**src/rtl/led_pkg.sv**
```systemverilog
// Shared types and defaults for the rotating-LED receive-side monitor.
package led_pkg;

    // Lock progression: acquiring a legal pattern, locked on a position, running with a known direction
    typedef enum logic [1:0] {
        S_ACQ  = 2'd0,
        S_LOCK = 2'd1,
        S_RUN  = 2'd2
    } led_state_e;

    localparam int unsigned LED_WIDTH_DEFAULT = 5;
    localparam int unsigned LED_REV_W_DEFAULT = 8;

    // Rotation direction encoding as presented on the dir output
    localparam logic DIR_LEFT  = 1'b0;  // index increasing
    localparam logic DIR_RIGHT = 1'b1;  // index decreasing

endpackage : led_pkg

```
**src/rtl/led_onehot_decode.sv**
```systemverilog
// Combinational one-hot decoder: flags whether exactly one LED is lit and
// reports its index (index is only meaningful when legal_o is high).
module led_onehot_decode
    import led_pkg::*;
#(
    parameter int unsigned WIDTH = LED_WIDTH_DEFAULT,
    localparam int unsigned POS_W = $clog2(WIDTH)
) (
    input  logic [WIDTH-1:0] din_i,
    output logic             legal_o,
    output logic [POS_W-1:0] idx_o
);

    logic seen_one;
    logic seen_many;

    // Scan all bits once: remember the lit index and whether a second bit was found
    always_comb begin
        seen_one  = 1'b0;
        seen_many = 1'b0;
        idx_o     = '0;
        for (int unsigned i = 0; i < WIDTH; i++) begin
            if (din_i[i]) begin
                if (seen_one) begin
                    seen_many = 1'b1;
                end
                seen_one = 1'b1;
                idx_o    = POS_W'(i);
            end
        end
        legal_o = seen_one & ~seen_many;
    end

endmodule : led_onehot_decode

```
**src/rtl/led_rotation_monitor.sv**
```systemverilog
// Receiving end of the rotating-LED shifter: samples the one-hot LED bus on
// each tick, tracks position and direction, counts revolutions and flags
// illegal or skipped patterns.
module led_rotation_monitor
    import led_pkg::*;
#(
    parameter int unsigned WIDTH = LED_WIDTH_DEFAULT,
    parameter int unsigned REV_W = LED_REV_W_DEFAULT,
    localparam int unsigned POS_W = $clog2(WIDTH)
) (
    input  logic             clk,
    input  logic             reset,
    input  logic             tick,
    input  logic [WIDTH-1:0] din,
    input  logic             clr,
    output logic [POS_W-1:0] pos,
    output logic             valid,
    output logic             dir,
    output logic             dir_valid,
    output logic [REV_W-1:0] rev_count,
    output logic             rev_pulse,
    output logic             err,
    output logic             err_sticky
);

    localparam logic [POS_W-1:0] LAST_IDX = POS_W'(WIDTH - 1);

    led_state_e       state_q, state_d;
    logic [POS_W-1:0] pos_q, pos_d;
    logic             valid_q, valid_d;
    logic             dir_q, dir_d;
    logic             dir_valid_q, dir_valid_d;
    logic [REV_W-1:0] rev_q, rev_d;
    logic             rev_pulse_q, rev_pulse_d;
    logic             err_q, err_d;
    logic             err_sticky_q, err_sticky_d;

    logic             legal;
    logic [POS_W-1:0] idx;
    logic [POS_W-1:0] left_next;
    logic [POS_W-1:0] right_next;
    logic             step_left;
    logic             step_right;
    logic             same_idx;
    logic             wrap_step;
    logic             err_set;
    logic             wrap_hit;

    led_onehot_decode #(
        .WIDTH (WIDTH)
    ) u_decode (
        .din_i   (din),
        .legal_o (legal),
        .idx_o   (idx)
    );

    // Neighbours of the current position and how the new sample relates to it
    always_comb begin
        left_next  = (pos_q == LAST_IDX) ? '0 : pos_q + POS_W'(1);
        right_next = (pos_q == '0) ? LAST_IDX : pos_q - POS_W'(1);
        step_left  = (idx == left_next);
        step_right = (idx == right_next);
        same_idx   = (idx == pos_q);
        wrap_step  = (step_left && (pos_q == LAST_IDX)) ||
                     (step_right && (pos_q == '0));
    end

    // Lock FSM: next state, position/direction tracking, error and wrap events
    always_comb begin
        state_d     = state_q;
        pos_d       = pos_q;
        valid_d     = valid_q;
        dir_d       = dir_q;
        dir_valid_d = dir_valid_q;
        err_set     = 1'b0;
        wrap_hit    = 1'b0;
        if (tick) begin
            unique case (state_q)
                S_ACQ: begin
                    if (legal) begin
                        pos_d   = idx;
                        valid_d = 1'b1;
                        state_d = S_LOCK;
                    end else begin
                        err_set = 1'b1;
                    end
                end
                // LOCK and RUN react identically; dir_valid is already low in LOCK,
                // so clearing it on a skip is harmless there.
                S_LOCK, S_RUN: begin
                    if (!legal) begin
                        err_set     = 1'b1;
                        valid_d     = 1'b0;
                        dir_valid_d = 1'b0;
                        state_d     = S_ACQ;
                    end else if (step_left || step_right) begin
                        pos_d       = idx;
                        dir_d       = step_left ? DIR_LEFT : DIR_RIGHT;
                        dir_valid_d = 1'b1;
                        wrap_hit    = wrap_step;
                        state_d     = S_RUN;
                    end else if (!same_idx) begin
                        err_set     = 1'b1;
                        dir_valid_d = 1'b0;
                        pos_d       = idx;
                        state_d     = S_LOCK;
                    end
                end
                default: begin
                    valid_d     = 1'b0;
                    dir_valid_d = 1'b0;
                    state_d     = S_ACQ;
                end
            endcase
        end
    end

    // Revolution counter, sticky error and the single-cycle event pulses; clr has priority
    always_comb begin
        rev_pulse_d  = wrap_hit;
        err_d        = err_set;
        rev_d        = rev_q + REV_W'(wrap_hit);
        err_sticky_d = err_sticky_q | err_set;
        if (clr) begin
            rev_d        = '0;
            err_sticky_d = 1'b0;
        end
    end

    // All state and outputs registered, cleared asynchronously by reset
    always_ff @(posedge clk or negedge reset) begin
        if (!reset) begin
            state_q      <= S_ACQ;
            pos_q        <= '0;
            valid_q      <= 1'b0;
            dir_q        <= 1'b0;
            dir_valid_q  <= 1'b0;
            rev_q        <= '0;
            rev_pulse_q  <= 1'b0;
            err_q        <= 1'b0;
            err_sticky_q <= 1'b0;
        end else begin
            state_q      <= state_d;
            pos_q        <= pos_d;
            valid_q      <= valid_d;
            dir_q        <= dir_d;
            dir_valid_q  <= dir_valid_d;
            rev_q        <= rev_d;
            rev_pulse_q  <= rev_pulse_d;
            err_q        <= err_d;
            err_sticky_q <= err_sticky_d;
        end
    end

    assign pos        = pos_q;
    assign valid      = valid_q;
    assign dir        = dir_q;
    assign dir_valid  = dir_valid_q;
    assign rev_count  = rev_q;
    assign rev_pulse  = rev_pulse_q;
    assign err        = err_q;
    assign err_sticky = err_sticky_q;

endmodule : led_rotation_monitor

```
**config.mk**
```make
export PLATFORM = sky130hd
export DESIGN_NAME = led_rotation_monitor
export DESIGN_NICKNAME = d
export VERILOG_FILES = /design/src/rtl/led_pkg.sv /design/src/rtl/led_onehot_decode.sv /design/src/rtl/led_rotation_monitor.sv
export SDC_FILE = /design/constraint.sdc
export NUM_CORES = 1
export LEC_CHECK = 0
export CAP_MARGIN = 25
export CELL_PAD_IN_SITES_DETAIL_PLACEMENT = 1
export CELL_PAD_IN_SITES_GLOBAL_PLACEMENT = 1
export CORE_ASPECT_RATIO = 1.4
export CORE_MARGIN = 2
export CORE_UTILIZATION = 35
export CTS_CLUSTER_SIZE = 30
export DETAILED_ROUTE_END_ITERATION = 7
export PLACE_DENSITY_LB_ADDON = 0.1
export SETUP_SLACK_MARGIN = 0.05
export SLEW_MARGIN = 20
export SYNTH_ARGS = -nofsm -noshare
export SYNTH_HDL_FRONTEND = slang
export SYNTH_SLANG_ARGS = --single-unit
```
**constraint.sdc**
```tcl
create_clock -name clk -period 2.4 [get_ports clk]
set_clock_uncertainty 0.15 [all_clocks]
set_input_delay 0.48 -clock clk [delete_from_list [all_inputs] [get_ports clk]]
set_output_delay 0.48 -clock clk [all_outputs]
set_load 0.005 [all_outputs]
```
==> flow_summary.json, run 1 <==
{
  "rsz0062_at_grt": "true",
  "cp-end-kind": "flop",
  "drive_gt1_share_pct": 42.2,
  "r2r_start": "pos[0]",
  "fin_ws_ns": -0.0373,
  "dp.cells": 216,
  "first_pass_iters": 4,
  "clock_path_buffers": 2,
  "wire_per_inst_um": 16.6,
  "crit_chain": "inv_2 > ha_4 > nor3b_2 > o31a_1 > mux2i_2 > nor2_4 > ha_4 > and3_4 > nand3_2 > xor2_1 > nor2_1",
  "synth_top_cell_by_area": "dfrtp_1",
  "async_flop_share_pct": 100,
  "hold_path.class": "reg2reg",
  "antenna_left": 0,
  "insertedDiodeCount": 0,
  "yosysTopAreaCellShare_pct": 36.9,
  "rows": 26,
  "wirelength_um": 3690,
  "area_growth_pct": 53.4,
  "coreArea_um2": 3580,
  "crit_cells": 11,
  "outcome": "finished, violations left",
  "final_cells": 222,
  "syn_area_per_cell_um2": 9.91,
  "syn_area_um2": 1290,
  "ys_types": 49,
  "grt_use_total_pct": 18.3,
  "grt_overflow": 0,
  "insertion_delay_ns": 0.26,
  "die-area_um2": 4190,
  "fin_util_pct": 55.2,
  "yosysSeqAreaShare_pct": 36.9,
  "whs_path_depth": 1,
  "holdPathEnd": "dir_valid",
  "synth_fp_nets": 146,
  "synth_warnings": 0,
  "r2r-end": "rev_count[7]",
  "start_kind": "flop",
  "grt_pass1_wl_um": 6000,
  "worst-path-buf-inv": 1,
  "layout.nets": 197,
  "worstPathRequired_ns": 2.38,
  "power.density_nw_per_um2": 858,
  "worstRegToRegCells": 11,
  "grt_pass1_vias": 1285,
  "cts_inserted_buffers": 3,
  "setup_tns_ns": -0.0785,
  "cap_violations": 0,
  "dieHeight_um": 75.8,
  "finalHoldViolations": 0,
  "cp_common_cell": "ha_4",
  "power_leakage_nw": 0.853,
  "period_share_pct": 102,
  "reg2reg_slack_ns": -0.04,
  "n_fill_cell": 398,
  "synth_edf_count": 0,
  "post-route-min-period_ns": 2.44,
  "synth_cells": 130,
  "ios": 26,
  "slowest_stage": "dfrtp_2",
  "critPathTopFamily": "simple AND/OR/NAND/NOR gates",
  "grt_max_degree": 20,
  "drc": 0,
  "io_buffers": 25,
  "max_stage_delay_ns": 0.48,
  "drv_slew": 0,
  "cts-root-buf": "clkbuf_8",
  "dp_hpwl_um": 2850,
  "ys_ff_latch": 19,
  "die_width_um": 55.3,
  "fmax_mhz": 410,
  "antenna_found_initial": 0,
  "ys.flop_type": "dfrtp_1",
  "cts.htree.levels": 1,
  "setup-violations-final": 3,
  "vias_per_cell": 5.27,
  "vias": 1169,
  "critPathKind": "reg2reg",
  "p_total_mw": 1.70,
  "initial_core_util_pct": 36.0,
  "worstMarginPinSlew_ns": 0.427,
  "cts_tree": "built",
  "cp_max_fo": 6,
  "cts_hold_buf": 0,
  "cp.arrival_ns": 2.42,
  "synth_area_leaders": "dfrtp_1, ha_1, xor2_1",
  "failed_checks": "negative setup slack",
  "vdd_drop_max_mv": 0.550,
  "min_from": "dir_valid",
  "clk_pin_slew_ns": 0.07,
  "gp_congestion": 0.801,
  "maxSlewHeadroom_pct": 71.4,
  "drt-initial-drc-count": 17,
  "cts.sinks": 19
}
-- layer usage --
layer  track usage [%]  vias to the layer above  part of all wire, %
met5                 0                        -                    0
met1              19.1                      582                   38
met2              38.4                       22                   58
met3             0.849                        5                  2.3
li1                  -                      560                    -
met4              7.32                        0                  1.5
-- sequential cells by signal, indices dropped and copies added, names as in the netlist --
register / flops
state_q: 2
pos: 3
rev_pulse: 1
dir_valid: 1
err_sticky: 1
valid: 1
err: 1
rev_count: 8
dir: 1
-- final cells by class --
class	count	area, um2	area share (%)
multi-input combinational	98	930	47.0
sequential	19	477	24.1
timing repair buffer	52	447	22.6
tap	42	52.6	2.66
clock buffer	4	45.0	2.28
inverter	7	26.3	1.33
-- stage by stage --
step	setup WS, ns	hold WS [ns]	area (um2)
floorplan	-0.109	0.0344	1340
global placement	-0.633	0.341	1780
detailed placement	-0.782	0.359	1780
CTS	-0.0468	0.376	1920
global route	-0.124	0.393	1980
finish	-0.0373	0.371	1980
-- repair_timing --
action / in CTS / in global routing
pin swaps: 12 / 8
setup endpoints to repair: 16 / 12
resized for setup: 42 / 10
cloned: 0 / 0
buffers inserted: 1 / 3
-- cells in the mapped netlist (all sizes together) (2+ instances only) --
| master | n |
|---|---|
| dfrtp | 19 |
| nor2 | 11 |
| a21oi | 9 |
| ha | 7 |
| inv | 7 |
| nand3 | 7 |
| xor2 | 7 |
| xnor2 | 6 |
| nand2b | 5 |
| nor3 | 5 |
| buf | 4 |
| mux2 | 4 |
| nand2 | 4 |
| and3 | 3 |
| o21ai | 3 |
| a21o | 2 |
| a22o | 2 |
| clkbuf | 2 |
| mux2i | 2 |
| nor2b | 2 |
| o211ai | 2 |
-- worst max path at each step --
stage	to	slack, ns	start
after floorplan	rev_count[7]	-0.11	din[4]
after global placement	rev_count[5]	-0.63	din[4]
after detailed placement	rev_count[5]	-0.78	din[2]
after CTS	rev_count[5]	-0.05	pos[0]
after global routing	rev_count[7]	-0.12	din[0]
final	rev_count[7]	-0.04	pos[0]
-- where the power goes --
group / switching (mW) / internal (mW) / leakage, nW
Sequential: 0.0873 / 0.391 / 0.252
Combinational: 0.455 / 0.535 / 0.578
Clock: 0.108 / 0.118 / 0.0228
-- cell usage in the layout (no fill, tap or decap), types with 4 or more instances in the layout --
master / synthesis / final
buf_2: 1 / 4
a21oi_1: 7 / 5
dfrtp_1: 19 / 18
buf_4: 1 / 23
clkdlybuf4s50_1: 0 / 20
nor2_1: 10 / 9
xnor2_1: 5 / 4
inv_1: 7 / 5
buf_6: 2 / 4
ha_4: 0 / 4
nand3_2: 0 / 4
xor2_1: 7 / 6
-- logic make-up (layout without fill, tap and decap cells) --
family          count (synthesis)  count (layout)  share of synthesized area [%]
simple gates                   44              44                           18.9
compound gates                 28              28                           17.6
flops                          19              19                           36.9
xor+xnor                       13              13                           9.42
buf+inv                        13              63                           5.34
fa+ha+maj                       7               7                           6.80
mux                             6               6                           5.05
Power figures use the tool's default switching activity.
==> run 2: changes to the inputs <==
CORE_UTILIZATION = 42   (was 35)
clock period = 3.1 ns   (was 2.4 ns; I/O delays follow)
==> run 2 against run 1 <==
Compared with the run above: the run now ends clean; sequential power fell by 25%; clock-buffer cell count shrank 1; clock power fell by 24%; sequential share of layout area increased by 3.9 points; non-clock buffer count is 15 lower; register-to-register slack improved by 0.47 ns; flip-flop and latch count did not move; first-iteration DRC count shrank 24%; worst hold slack lost 0.016 ns; combinational power down 37%; core utilization is 3.1 points higher; critical path type is now in2reg.
==> flow_summary.json, run 2 (synthesized netlist as in run 1, its figures left out) <==
{
  "n_fill_cell": 335,
  "io_buffers": 25,
  "cts_inserted_buffers": 3,
  "critPathTopFamily": "simple AND/OR/NAND/NOR gates",
  "cp.arrival_ns": 2.79,
  "r2r_start": "pos[0]",
  "reg2reg_slack_ns": 0.43,
  "critPathKind": "in2reg",
  "clock_path_buffers": 2,
  "cts.sinks": 19,
  "cts_hold_buf": 0,
  "first_pass_iters": 4,
  "grt_pass1_vias": 1184,
  "ff_latch_area_um2": 475,
  "vdd_drop_max_mv": 0.437,
  "vias": 1119,
  "post-route-min-period_ns": 2.81,
  "multiInputGateArea_um2": 752,
  "crit_cells": 12,
  "setup-violations-final": 0,
  "slowest_stage": "clkdlybuf4s50_1",
  "cts_tree": "built",
  "largest_register_ffs": 8,
  "worstRegToRegCells": 13,
  "antenna_found_initial": 0,
  "wire_per_inst_um": 16.5,
  "fin_util_pct": 58.4,
  "drc": 0,
  "power_leakage_nw": 0.793,
  "clk_pin_slew_ns": 0.07,
  "rows": 23,
  "cp_max_fo": 3,
  "endpoint": "rev_count[7]",
  "layout_commonest_cell": "clkdlybuf4s50_1",
  "fmax_mhz": 356,
  "antenna_left": 0,
  "grt_overflow": 0,
  "drv_slew": 0,
  "finalHoldViolations": 0,
  "power.density_nw_per_um2": 680,
  "cts.htree.levels": 1,
  "outcome": "finished, final reports clean",
  "maxSlewHeadroom_pct": 44.2,
  "worst-path-buf-inv": 2,
  "wirelength_um": 3340,
  "start_kind": "primary input",
  "insertedDiodeCount": 0,
  "dieHeight_um": 69.5,
  "worstMarginPinSlew_ns": 0.835,
  "grt_pass1_wl_um": 5580,
  "fin_area_um2": 1700,
  "ios": 26,
  "drive_gt1_share_pct": 18.8,
  "coreArea_um2": 2910,
  "dp_hpwl_um": 2590,
  "final_cell_mix": "clkdlybuf4s50_1, dfrtp_1, buf_4, nor2_1",
  "max_stage_delay_ns": 0.43,
  "period_share_pct": 90.5,
  "cp_common_cell": "and3_1",
  "crit_chain": "clkdlybuf4s50_1 > buf_4 > a2111oi_2 > a21o_2 > and3_1 > nand2_1 > nor2_2 > ha_1 > and3_1 > nand3_1 > xor2_1 > nor2_1",
  "die-area_um2": 3530,
  "cap_violations": 0,
  "area_growth_pct": 31.7,
  "rsz0062_at_grt": "false",
  "postCtsSetupBuffers": 0,
  "placed_area_um2": 1630,
  "drt-initial-drc-count": 13,
  "worstPathRequired_ns": 3.08,
  "grt_use_total_pct": 20.5,
  "vias_per_cell": 5.54,
  "cp-startpoint": "din[0]",
  "initial_core_util_pct": 44.3,
  "cts-root-buf": "clkbuf_8",
  "grt_max_degree": 20,
  "gp_congestion": 0.805,
  "layout.nets": 182,
  "cp-end-kind": "flop",
  "r2r-end": "rev_count[2]",
  "hold_path.class": "reg2reg",
  "die_width_um": 50.8,
  "insertion_delay_ns": 0.26
}
-- run 2: stage by stage --
stage | hold WS [ns] | cells | setup WS, ns | total power [mW] | setup TNS, ns
2_1_floorplan | 0.174 | 130 | 0.402 | 0.741 | 0
3_3_place_gp | 0.334 | 198 | -0.118 | 0.944 | -0.436
3_5_place_dp | 0.341 | 198 | -0.253 | 0.977 | -1.55
4_1_cts | 0.361 | 202 | 0.0705 | 1.17 | 0
5_1_grt | 0.380 | 202 | 0.0829 | 1.24 | 0
6_report | 0.355 | 202 | 0.295 | 1.15 | 0
-- run 2: area by class of cell --
type                    instances  share of cell area, %
clock buffers                   3                   2.43
inverters                       7                   1.55
well taps                      37                   2.73
multi-input cells              98                   44.3
flip-flops and latches         19                   28.0
repair buffers                 37                   20.6
clock inverters                 1                  0.295
-- run 2: power breakdown --
part | switching (mW) | internal [mW] | total, mW
Sequential | 0.0583 | 0.302 | 0.360
Clock | 0.0839 | 0.0895 | 0.173
Combinational | 0.314 | 0.306 | 0.620
-- run 2: metal layers --
metal | wire [um] | track usage (%)
met1 | 1320 | 25.4
met2 | 1890 | 36.5
met3 | 82 | 1.94
met4 | 44 | 6.31
met5 | 0 | 0
-- run 2: how the worst min path moves through the flow --
stage | cells after the start | to | start
after floorplan | 0 | dir | reset
after global placement | 1 | dir_valid | dir_valid
after global routing | 1 | dir_valid | dir_valid
after detailed placement | 1 | dir_valid | dir_valid
final | 1 | dir_valid | dir_valid
after CTS | 1 | dir_valid | dir_valid
-- run 2: what timing repair did --
item                                    in CTS  in global routing
pin swaps                                    0                  0
endpoints found under the setup margin       5                  5
resized for setup                            2                  5
==> run 3: changes to the inputs <==
SLEW_MARGIN = unset   (was 20)
==> results of run 3 <==
Same layout as run 2: the final DEF is identical, and so are final timing and power.
==> variant, RTL diff (config.mk and constraints of run 1) <==
Encoding of `led_state_e`: now one-hot (3 bits for 3 states).
--- a/src/rtl/led_pkg.sv
+++ b/src/rtl/led_pkg.sv
@@ -4,6 +4,6 @@
     // Lock progression: acquiring a legal pattern, locked on a position, running with a known direction
-    typedef enum logic [1:0] {
-        S_ACQ  = 2'd0,
-        S_LOCK = 2'd1,
-        S_RUN  = 2'd2
+    typedef enum logic [2:0] {
+        S_ACQ  = 3'b001,
+        S_LOCK = 3'b010,
+        S_RUN  = 3'b100
     } led_state_e;
Check against the original RTL: no difference found for any inputs over 10 cycles, from zero or initial values and one cycle with reset low; not proved beyond that.
==> variant against run 1 <==
The run still ends with negative setup slack left; sequential cell count up 1; power down 13%; synthesized area up 7.4%; non-clock buffer count up 8; setup slack worse by 0.14 ns; design area up 5.4%; routed wire length down 0.24%; global-route usage down 0.88 points; critical path type unchanged; critical endpoint unchanged; largest cell class unchanged.
==> variant: results (changes against run 1) <==
** Logic synthesis
- The mux cell area share after synthesis was 0.0316 (-0.0188).
- By count the netlist is led by sky130_fd_sc_hd__dfrtp_1, sky130_fd_sc_hd__nor2_1, sky130_fd_sc_hd__nand2_1.
- The number of nets in the synthesized netlist was 160 (+9.6%).
- The area share of xor/xnor cells in the synthesized design was 0.0823 (-0.0119).
- The number of instances in the synthesized netlist is 146 (+12%).
- Synthesized-area fraction occupied by adder cells :: 0.0452 (-0.0228)

** STA
- Worst Tran Pin Value :: 0.334 ns (-0.0930 ns)
- The number of endpoints failing setup at the final stage is 6 (+3).
- The final-layout worst hold slack is 0.353 ns (-0.0177 ns).
- Accumulated negative setup slack :: -0.805 ns (-0.727 ns)
- Final setup margin :: -0.177 ns (-0.139 ns)

** Global route
- Maximum number of pins on one net before global-route repair :: 21 (+5.0%)
- Number of global-route vias before repair :: 1406 (+9.4%)
- The combined global-route utilization of all metal layers is 0.174 (-0.00884).

** Placement
- DP Area :: 1860 um2 (+4.9%)
- The number of cells in the design after placement is 234 (+8.3%).

** Worst setup path
- The signal arrival time at the worst endpoint was 2.57 ns (+0.15 ns).
- Largest fanout on the critical path :: 4 (-2)
- The delay contributed by the slowest stage of the critical path came to 0.44 ns (-0.04 ns).
- Worst r2r path cells :: 13 (+2)
- Max stage delay cell, worst path :: sky130_fd_sc_hd__dfrtp_1

** Routing
- Detailed-routing wirelength on met1 :: 1360 um (-2.5%)
- The via count came to 1259 (+7.7%).
- WL/cell :: 15.0 um (-10%)

** Status
- Status :: finished with violations
- Violations in the final reports :: negative setup slack

** Clock tree
- The number of cells upsized or downsized after cts was 11 (-74%).

** Final layout
- Fraction of layout cells with a size suffix above 1 :: 0.379 (-0.0429)
[variant: how the worst min path moves through the flow]
| stage | endpoint | cells after the start | start |
|---|---|---|---|
| after floorplan | dir$_DFFE_PN0P_ | 0 | reset |
| after global placement | err_sticky$_DFF_PN0_ | 2 | err_sticky$_DFF_PN0_ |
| after detailed placement | dir$_DFFE_PN0P_ | 1 | dir$_DFFE_PN0P_ |
| after CTS | dir$_DFFE_PN0P_ | 1 | dir$_DFFE_PN0P_ |
| after global routing | dir$_DFFE_PN0P_ | 1 | dir$_DFFE_PN0P_ |
| final | dir$_DFFE_PN0P_ | 1 | dir$_DFFE_PN0P_ |
[variant: power breakdown]
group / total [mW] / internal [mW] / switching, mW
clock: 0.337 / 0.223 / 0.115
combinational: 0.722 / 0.403 / 0.319
sequential: 0.408 / 0.371 / 0.0364
[variant: cell type report]
cell class	count	area [um2]
fillers	448	1770
multi-input cells	113	918
repair buffers	60	514
flip-flops and latches	20	503
well taps	43	53.8
clock buffers	3	41.3
clock inverters	1	30.0
inverters	6	22.5
